===== src/rtl/npu_pkg.sv =====
// Shared definitions for the NPU sequencer: state encodings, SSFR bit
// positions and default sizing.
package npu_pkg;

  // State encodings; the enum below is built from these so that any
  // external decoder that wants the raw codes can use the same values.
  localparam logic [2:0] ST_IDLE   = 3'd0;
  localparam logic [2:0] ST_LOAD   = 3'd1;
  localparam logic [2:0] ST_CLR    = 3'd2;
  localparam logic [2:0] ST_MAC    = 3'd3;
  localparam logic [2:0] ST_BIAS   = 3'd4;
  localparam logic [2:0] ST_WRITE  = 3'd5;
  localparam logic [2:0] ST_FINISH = 3'd6;

  typedef enum logic [2:0] {
    IDLE   = ST_IDLE,
    LOAD   = ST_LOAD,
    CLR    = ST_CLR,
    MAC    = ST_MAC,
    BIAS   = ST_BIAS,
    WRITE  = ST_WRITE,
    FINISH = ST_FINISH
  } state_t;

  // SSFR configuration bits; the remaining bits are reserved.
  localparam int SSFR_RUN_BIT    = 0;
  localparam int SSFR_SINGLE_BIT = 1;

  // Default sizing of one layer pass.
  localparam int DEF_NUM_TAPS    = 4;
  localparam int DEF_NUM_NEURONS = 2;
  localparam int DEF_TIMEOUT_CYC = 64;

  // Counter widths: taps up to 16, neurons up to 4, stall up to 128.
  localparam int TAP_W    = 4;
  localparam int NEURON_W = 2;
  localparam int STALL_W  = 7;

endpackage


===== src/rtl/npu_seq_cnt.sv =====
// Loadable up-counter with terminal-count flag. It saturates at term_val
// instead of wrapping, so a stuck enable can never roll the index over.
module npu_seq_cnt
  import npu_pkg::*;
#(
  parameter int WIDTH = TAP_W
) (
  input  logic             clk,
  input  logic             rst,
  input  logic             load,
  input  logic [WIDTH-1:0] load_val,
  input  logic             en,
  input  logic [WIDTH-1:0] term_val,
  output logic [WIDTH-1:0] count,
  output logic             tc
);

  assign tc = (count == term_val);

  // Count register: load has priority over counting, counting stops at term_val.
  always_ff @(posedge clk) begin
    // NOTE: state registers use non-blocking assignments so every flop samples pre-edge values.
    if (rst) begin
      count <= '0;
    end else if (load) begin
      count <= load_val;
    end else if (en && !tc) begin
      count <= count + WIDTH'(1);
    end
  end

endmodule


===== src/rtl/npu_seq_ctrl.sv =====
// Moore sequencer for one NPU layer pass: latch inputs, then per neuron
// clear / MAC over every tap / bias add / FIFO write, then a DONE pulse.
// Optional build macro NPU_SEQ_TIMEOUT_EN adds a write-stall timeout that
// drops the stuck result and raises the sticky ERR flag.
module npu_seq_ctrl
  import npu_pkg::*;
#(
  parameter int NUM_TAPS    = DEF_NUM_TAPS,
  parameter int NUM_NEURONS = DEF_NUM_NEURONS,
  parameter int TIMEOUT_CYC = DEF_TIMEOUT_CYC
) (
  input  logic                CLKEXT,
  input  logic                RST_GLO,
  input  logic                START,
  input  logic [15:0]         SSFR,
  input  logic                FIFO_FULL,
  output logic                LOAD_IN,
  output logic                MAC_CLR,
  output logic                MAC_EN,
  output logic [TAP_W-1:0]    TAP_SEL,
  output logic [NEURON_W-1:0] NEURON_SEL,
  output logic                BIAS_ADD,
  output logic                FIFO_WR,
  output logic                BUSY,
  output logic                DONE,
  output logic                ERR
);

  localparam logic [TAP_W-1:0]    TAP_LAST    = TAP_W'(NUM_TAPS - 1);
  localparam logic [NEURON_W-1:0] NEURON_LAST = NEURON_W'(NUM_NEURONS - 1);

  state_t              state;
  state_t              next_state;
  logic [TAP_W-1:0]    tap_cnt;
  logic                tap_tc;
  logic [NEURON_W-1:0] neuron_q;
  logic                single_q;
  logic                wr_q;
  logic                start_ok;
  logic                last_hit;
  logic                timeout_hit;
  logic                write_leave;
  logic                ssfr_unused;

  assign ssfr_unused = ^SSFR[15:2];

  assign start_ok    = START && SSFR[SSFR_RUN_BIT];
  assign last_hit    = (neuron_q == (single_q ? '0 : NEURON_LAST));
  assign write_leave = (state == WRITE) && (!FIFO_FULL || timeout_hit);

  assign TAP_SEL    = tap_cnt;
  assign NEURON_SEL = neuron_q;

  // The write strobe is armed by the registered WRITE decode and released the
  // same cycle FIFO_FULL drops, so a freed FIFO is written without a wait cycle.
  // Reset masks it so an aborted pass never pushes a partial result.
  assign FIFO_WR = wr_q && !FIFO_FULL && !RST_GLO;

  // Tap index: held at 0 outside MAC, counts once per MAC cycle.
  npu_seq_cnt #(.WIDTH(TAP_W)) u_tap_cnt (
    .clk      (CLKEXT),
    .rst      (RST_GLO),
    .load     (state != MAC),
    .load_val ('0),
    .en       (state == MAC),
    .term_val (TAP_LAST),
    .count    (tap_cnt),
    .tc       (tap_tc)
  );

`ifdef NPU_SEQ_TIMEOUT_EN
  logic [STALL_W-1:0] stall_cnt_unused;
  logic               stall_tc;
  logic               err_q;

  // Stall counter: counts full cycles spent in WRITE, cleared outside WRITE.
  npu_seq_cnt #(.WIDTH(STALL_W)) u_stall_cnt (
    .clk      (CLKEXT),
    .rst      (RST_GLO),
    .load     (state != WRITE),
    .load_val ('0),
    .en       ((state == WRITE) && FIFO_FULL),
    .term_val (STALL_W'(TIMEOUT_CYC - 1)),
    .count    (stall_cnt_unused),
    .tc       (stall_tc)
  );

  // Terminal count means this is the TIMEOUT_CYC-th stalled cycle.
  assign timeout_hit = (state == WRITE) && FIFO_FULL && stall_tc;
  assign ERR         = err_q;
`else
  logic timeout_cfg_unused;

  assign timeout_cfg_unused = (TIMEOUT_CYC > 0);
  assign timeout_hit        = 1'b0;
  assign ERR                = 1'b0;
`endif

  // Next-state logic of the pass sequencer.
  always_comb begin
    // NOTE: default assignment first so no path through the case infers a latch.
    next_state = state;
    case (state)
      IDLE:    if (start_ok) next_state = LOAD;
      LOAD:    next_state = CLR;
      CLR:     next_state = MAC;
      MAC:     if (tap_tc) next_state = BIAS;
      BIAS:    next_state = WRITE;
      WRITE:   if (write_leave) next_state = last_hit ? FINISH : CLR;
      FINISH:  next_state = IDLE;
      default: next_state = IDLE;
    endcase
  end

  // State, neuron bookkeeping and outputs registered from the state being entered.
  always_ff @(posedge CLKEXT) begin
    if (RST_GLO) begin
      state    <= IDLE;
      neuron_q <= '0;
      single_q <= 1'b0;
      LOAD_IN  <= 1'b0;
      MAC_CLR  <= 1'b0;
      MAC_EN   <= 1'b0;
      BIAS_ADD <= 1'b0;
      wr_q     <= 1'b0;
      BUSY     <= 1'b0;
      DONE     <= 1'b0;
`ifdef NPU_SEQ_TIMEOUT_EN
      err_q    <= 1'b0;
`endif
    end else begin
      state    <= next_state;
      LOAD_IN  <= (next_state == LOAD);
      MAC_CLR  <= (next_state == CLR);
      MAC_EN   <= (next_state == MAC);
      BIAS_ADD <= (next_state == BIAS);
      wr_q     <= (next_state == WRITE);
      BUSY     <= (next_state != IDLE);
      DONE     <= (next_state == FINISH);

      if (state == IDLE && start_ok) begin
        neuron_q <= '0;
      end else if (write_leave && !last_hit) begin
        neuron_q <= neuron_q + NEURON_W'(1);
      end

      if (state == LOAD) begin
        single_q <= SSFR[SSFR_SINGLE_BIT];
      end

`ifdef NPU_SEQ_TIMEOUT_EN
      if (state == IDLE && start_ok) begin
        err_q <= 1'b0;
      end else if (timeout_hit) begin
        err_q <= 1'b1;
      end
`endif
    end
  end

endmodule

===== config.mk =====
export PLATFORM = sky130hd
export DESIGN_NAME = npu_seq_ctrl
export DESIGN_NICKNAME = d
export VERILOG_FILES = /design/src/rtl/npu_pkg.sv /design/src/rtl/npu_seq_cnt.sv /design/src/rtl/npu_seq_ctrl.sv
export SDC_FILE = /design/constraint.sdc
export NUM_CORES = 1
export LEC_CHECK = 0
export BUFFER_PORTS_ARGS = -buffer_cell sky130_fd_sc_hd__buf_2
export CORE_MARGIN = 5
export CORE_UTILIZATION = 30
export DETAILED_ROUTE_END_ITERATION = 6
export PLACE_DENSITY_LB_ADDON = 0.2
export SLEW_MARGIN = 20
export SYNTH_ARGS = -nofsm -noshare
export SYNTH_HDL_FRONTEND = slang
export SYNTH_HIERARCHICAL = 1
export SYNTH_SLANG_ARGS = --single-unit

===== constraint.sdc =====
create_clock -name CLKEXT -period 1.9 [get_ports CLKEXT]
set_input_delay 0.38 -clock CLKEXT [delete_from_list [all_inputs] [get_ports CLKEXT]]
set_output_delay 0.38 -clock CLKEXT [all_outputs]
set_load 0.02 [all_outputs]

# == Yosys cells after proc, flatten, opt, wreduce, memory -nomap -nowiden ==
# Cells that the tools add are included.
# classes
addsub,2
multipliers,0
div_mod_pow,0
magnitude_cmp,0
n_eq_ne,14
n_shift,0
n_mux,6
n_bitwise,0
n_reduce_logical,15
# ops
operator,n
$pmux W3 S6,1
$eq A3 B3 Y1 const B,5
$eq A3 B2 Y1 const B,4
$mux W3,4
$logic_and A1 B1 Y1,7
$eq A3 B1 Y1 const B,2
$add A4 B1 Y4 const B,1
$eq A4 B2 Y1 const B,1
$logic_not A1 Y1,4
$reduce_or A2 Y1,2
$logic_not A3 Y1,1
$ne A3 B2 Y1 const B,1
$reduce_bool A3 Y1,1
$add A2 B1 Y2 const B,1
$eq A2 B1 Y1,1
$mux W1,1
# totals
regBits,17
latch_bits,0
mem_bits_rw,0
mem_bits_ro,0
inputBits,20
out_inout_bits,14
elab_cells,48
n_memories,0

# == Longest topological paths before layout ==
# logic_depth
depth_word,6
mapped_depth,7
mapped_depth_nobuf,7

# == Hierarchy ==
# The synthesis kept the hierarchy.
# by_module_without_submodules
module,n_inst,cells_per_inst,area_per_inst_um2,seq_area_each_um2
npu_seq_ctrl,1,63,581.8,260.2
npu_seq_cnt,1,28,302.8,80.1

# == Least setup slack after synthesis ==
# OpenSTA, ideal clock, no wires.
# synth_path
kind,reg-to-reg
start,register u_tap_cnt.count[0]
end,register LOAD_IN
setup_ns,0.133
t_arrival_ns,1.464
required_time_ns,1.767
slack_ns,0.303
stages_incl_launch_ff,6
path_buffers,0
synth_period_minus_slack_ns,1.597
cell_sequence,dfxtp_1 > xnor2_1 > and4_2 > nand2_1 > o221a_4 > nor3b_2
# synth_via
elab_chain_len,4
# synth_rtl
item,line_no,text
start: declaration,npu_seq_cnt.sv:14,"output logic [WIDTH-1:0] count,"
start signal: assignment,npu_seq_cnt.sv:26,count <= load_val;
start signal: assignment,npu_seq_cnt.sv:28,count <= count + WIDTH'(1);
$eq A4 B2 Y1,npu_seq_cnt.sv:18,assign tc = (count == term_val);
via tap_tc,npu_seq_ctrl.sv:35,logic tap_tc;
$mux W3,npu_seq_ctrl.sv:107,MAC: if (tap_tc) next_state = BIAS;
$pmux W3 S6,npu_seq_ctrl.sv:103,case (state)
$eq A3 B1 Y1,npu_seq_ctrl.sv:133,LOAD_IN <= (next_state == LOAD);
end signal: assignment,npu_seq_ctrl.sv:133,
end: declaration,npu_seq_ctrl.sv:17,"output logic LOAD_IN,"
# The timed path passes the listed nets, and every way through them passes these cells.
# A chain may end at the register's enable or synchronous reset.

# == Final worst setup path ==
# layout_path
start,register u_tap_cnt.count[2]
end,register BIAS_ADD
# layout_via
elab_chain_len,4
# layout_rtl
item,line_no,text
$eq A4 B2 Y1,npu_seq_cnt.sv:18,
via tap_tc,npu_seq_ctrl.sv:35,
$mux W3,npu_seq_ctrl.sv:107,
$pmux W3 S6,npu_seq_ctrl.sv:103,
$eq A3 B3 Y1,npu_seq_ctrl.sv:136,BIAS_ADD <= (next_state == BIAS);
end signal: assignment,npu_seq_ctrl.sv:136,
end: declaration,npu_seq_ctrl.sv:22,"output logic BIAS_ADD,"
# The timed path passes the listed nets, and every way through them passes these cells.

==> impl_results.md <==
* Worst Hold Class: in -> reg
* Die Area at 0.004134 mm^2
* Setup TNS at 0 ns
* GRT Total Usage at 0.09286
* Cell accounting for the most synthesized area: dfxtp_1
* Status: completed
* PortBufs at 18
* TritonCTS clock tree: done
* CTS root buf: clkbuf_4
* Max-cap viol count at 0
* Worst-path clk slew at 0.10 ns
* Drt first pass iters at 2
* First-pass GRT wire length at 3098 um
* Yosys warnings at 6
* Mux cell area share after synthesis at 0.03395
* Worst-path fanout max at 5
* Die Ht at 64.30 um
* Post-Synth Adder-Cell Area at 0.01414
* Layout cell share with drive strength beyond 1 at 0.3193
* Max H-tree Level at 1
* Dpl cells at 146
* Non-Filler Instances at 150
* Kind of critical path: reg -> reg
* Drt wl/cell at 12.08 um
* Period utilization at 0.8392
* Peak VDD IR at 381.1 uV
* Synthesized netlist cell count at 91
* RSZ-0062 raised after global routing: no
* EDFF count, synth at 0
* Storage cell area at 340.3 um^2
* Final Net Count at 141
* Max Freq at 627.2 MHz
* Simple-gate area share of the yosys netlist at 0.2461
* XOR/XNOR Fraction of Synth Area at 0.05941
* Worst Path Arrival at 1.83 ns
* Routability cong. at 0.7730
* 1st-iter DRT viols at 9
* Post-layout util at 0.3833
* Register area share after synthesis at 0.3847
* Syn-to-layout area delta at 20.51%
* Synth area leaders: dfxtp_1, xnor2_1, mux2i_1, a2111oi_2, a41oi_4
* Post-Syn Area at 884.6 um^2
* Clk_skew at 0.002501 ns
* Initial Util at 0.3180
* Residual DRC at 0
* Num CTS Buffers at 3
* Post-CTS Setup Bufs at 0
* Pwr dens at 660.1 mW/mm^2
* CP Capture Type: flop
* Largest family of logic cells by synthesized area: simple AND/OR/NAND/NOR gates
* Max Transition Viols Final at 0
* Core ar. at 0.002781 mm^2
* Number of fill cells at 290
* Cts repair resizes at 0
* #FFs+latches synth at 17
* Die width at 64.30 um
* Syn_area_per_cell at 9.721 um^2
* Hold Vio Cnt, Final at 0
* Synth async-reset ratio at 0
* Clock tree buffer depth at 2
* FP Rows at 19
* Top-area cell type share of the netlist area at 0.3847
* Ant diodes at 0
* Initial antenna violation count at 0
* Synth Area in Compound Gates at 0.2051
* Detailed Place HPWL at 1393 um
* Vias/cell at 4.893
* Worst EP required at 2.13 ns
* DRT antenna net count at 0
* Num Clock Sinks at 17
* Final setup violating endpoints at 0
* Multi-input gate area at 528.0 um^2
* # IOs at 34
* Most used DFF post-synth: dfxtp_1
* # hold bufs at CTS at 0
* CP startpoint kind: flop
* Yosys cell types at 37
* DRT Wirelength at 1812 um
* Vias at 734
* Final period demand of the worst path at 1.594 ns
* Leakage Power at 0.4474 nW
* Number of global-route vias before repair at 709
* Largest net degree at the start of global routing at 17
* Remaining global-route overflow at 0
* Clk Latency, worst-skew pair at 0.29 ns
[synthesized netlist by cell type, drive strengths merged (2+ instances only)]
| cell | count |
|---|---|
| a2111oi | 3 |
| a211oi | 4 |
| a21oi | 4 |
| and4 | 3 |
| buf | 3 |
| conb | 2 |
| dfxtp | 17 |
| inv | 7 |
| mux2i | 3 |
| nand2 | 7 |
| nand2b | 2 |
| nand3 | 2 |
| nor2 | 6 |
| nor2b | 2 |
| nor3 | 4 |
| nor3b | 5 |
| o21ai | 2 |
| xnor2 | 5 |
[placed cells by master (no fill, tap or decap), types with 3 or more instances in the layout]
master and instances:
clkbuf_4 3, nor3b_1 3, inv_1 6, a21oi_1 4
dfxtp_1 17, buf_2 18, conb_1 9, mux2i_1 3
nand2_1 7, xnor2_1 5, nor2_1 6
[flip-flops by register name (all words and copies together) (netlist names)]
name             count
u_tap_cnt/count      4
state                3
NEURON_SEL           2
BIAS_ADD             1
BUSY                 1
DONE                 1
LOAD_IN              1
MAC_CLR              1
MAC_EN               1
single_q             1
wr_q                 1
[worst max-delay path: stages, from the launching register on]
cell      delay [ns]
dfxtp_1         0.36
xnor2_1         0.30
and4_2          0.26
nand2_1         0.09
a21boi_1        0.25
a21o_1          0.13
nor3b_2         0.14
[through the flow]
| step | total power [mW] | instance area, um^2 | hold WS [ns] | worst slack (ns) |
|---|---|---|---|---|
| after floorplan | 0.4825 | 910.9 | 0.4446 | 0.3025 |
| after global placement | 0.5140 | 1039 | 0.5067 | 0.3224 |
| after detailed placement | 0.5159 | 1039 | 0.5246 | 0.3029 |
| after CTS | 0.7159 | 1066 | 0.3134 | 0.2695 |
| after global routing | 0.7529 | 1066 | 0.3239 | 0.1040 |
| final | 0.7037 | 1066 | 0.3189 | 0.3056 |
[power by group]
group          leakage, nW  switching (mW)  internal, mW  total [mW]
Clock               0.0177           0.118        0.0783       0.197
Combinational        0.291          0.0697        0.0487       0.118
Sequential           0.139          0.0165         0.372       0.389
[layer usage]
layer	share of wire	GRT usage
met1	0.48	0.1145
met2	0.47	0.1493
met3	0.038	0.01751
met4	0.015	0.05344
met5	0	0
[kinds of logic after synthesis]
group / after synthesis
simple gates: 34
fa+ha+maj: 1
xor+xnor: 6
buf+inv: 10
flops: 17
mux: 3
other cells: 2
compound gates: 18
[final timing paths]
path | end | slack, ns | cells past startpoint | startpoint
max | BIAS_ADD | 0.31 | 6 | u_tap_cnt/count[2]
min reg2reg | NEURON_SEL[1] | 0.54 | 2 | NEURON_SEL[1]
min | single_q | 0.32 | 3 | SSFR[1]
max reg2reg | BIAS_ADD | 0.31 | 6 | u_tap_cnt/count[2]
[final cells by class]
type,instances,share of cell area
Tap cell,31,0.03639
Sequential cell,17,0.3192
Timing Repair Buffer,20,0.09859
Multi-Input combinational cell,71,0.4953
Clock buffer,3,0.02113
Inverter,7,0.02465
Clock inverter,1,0.004695
Power figures use the tool's default switching activity.
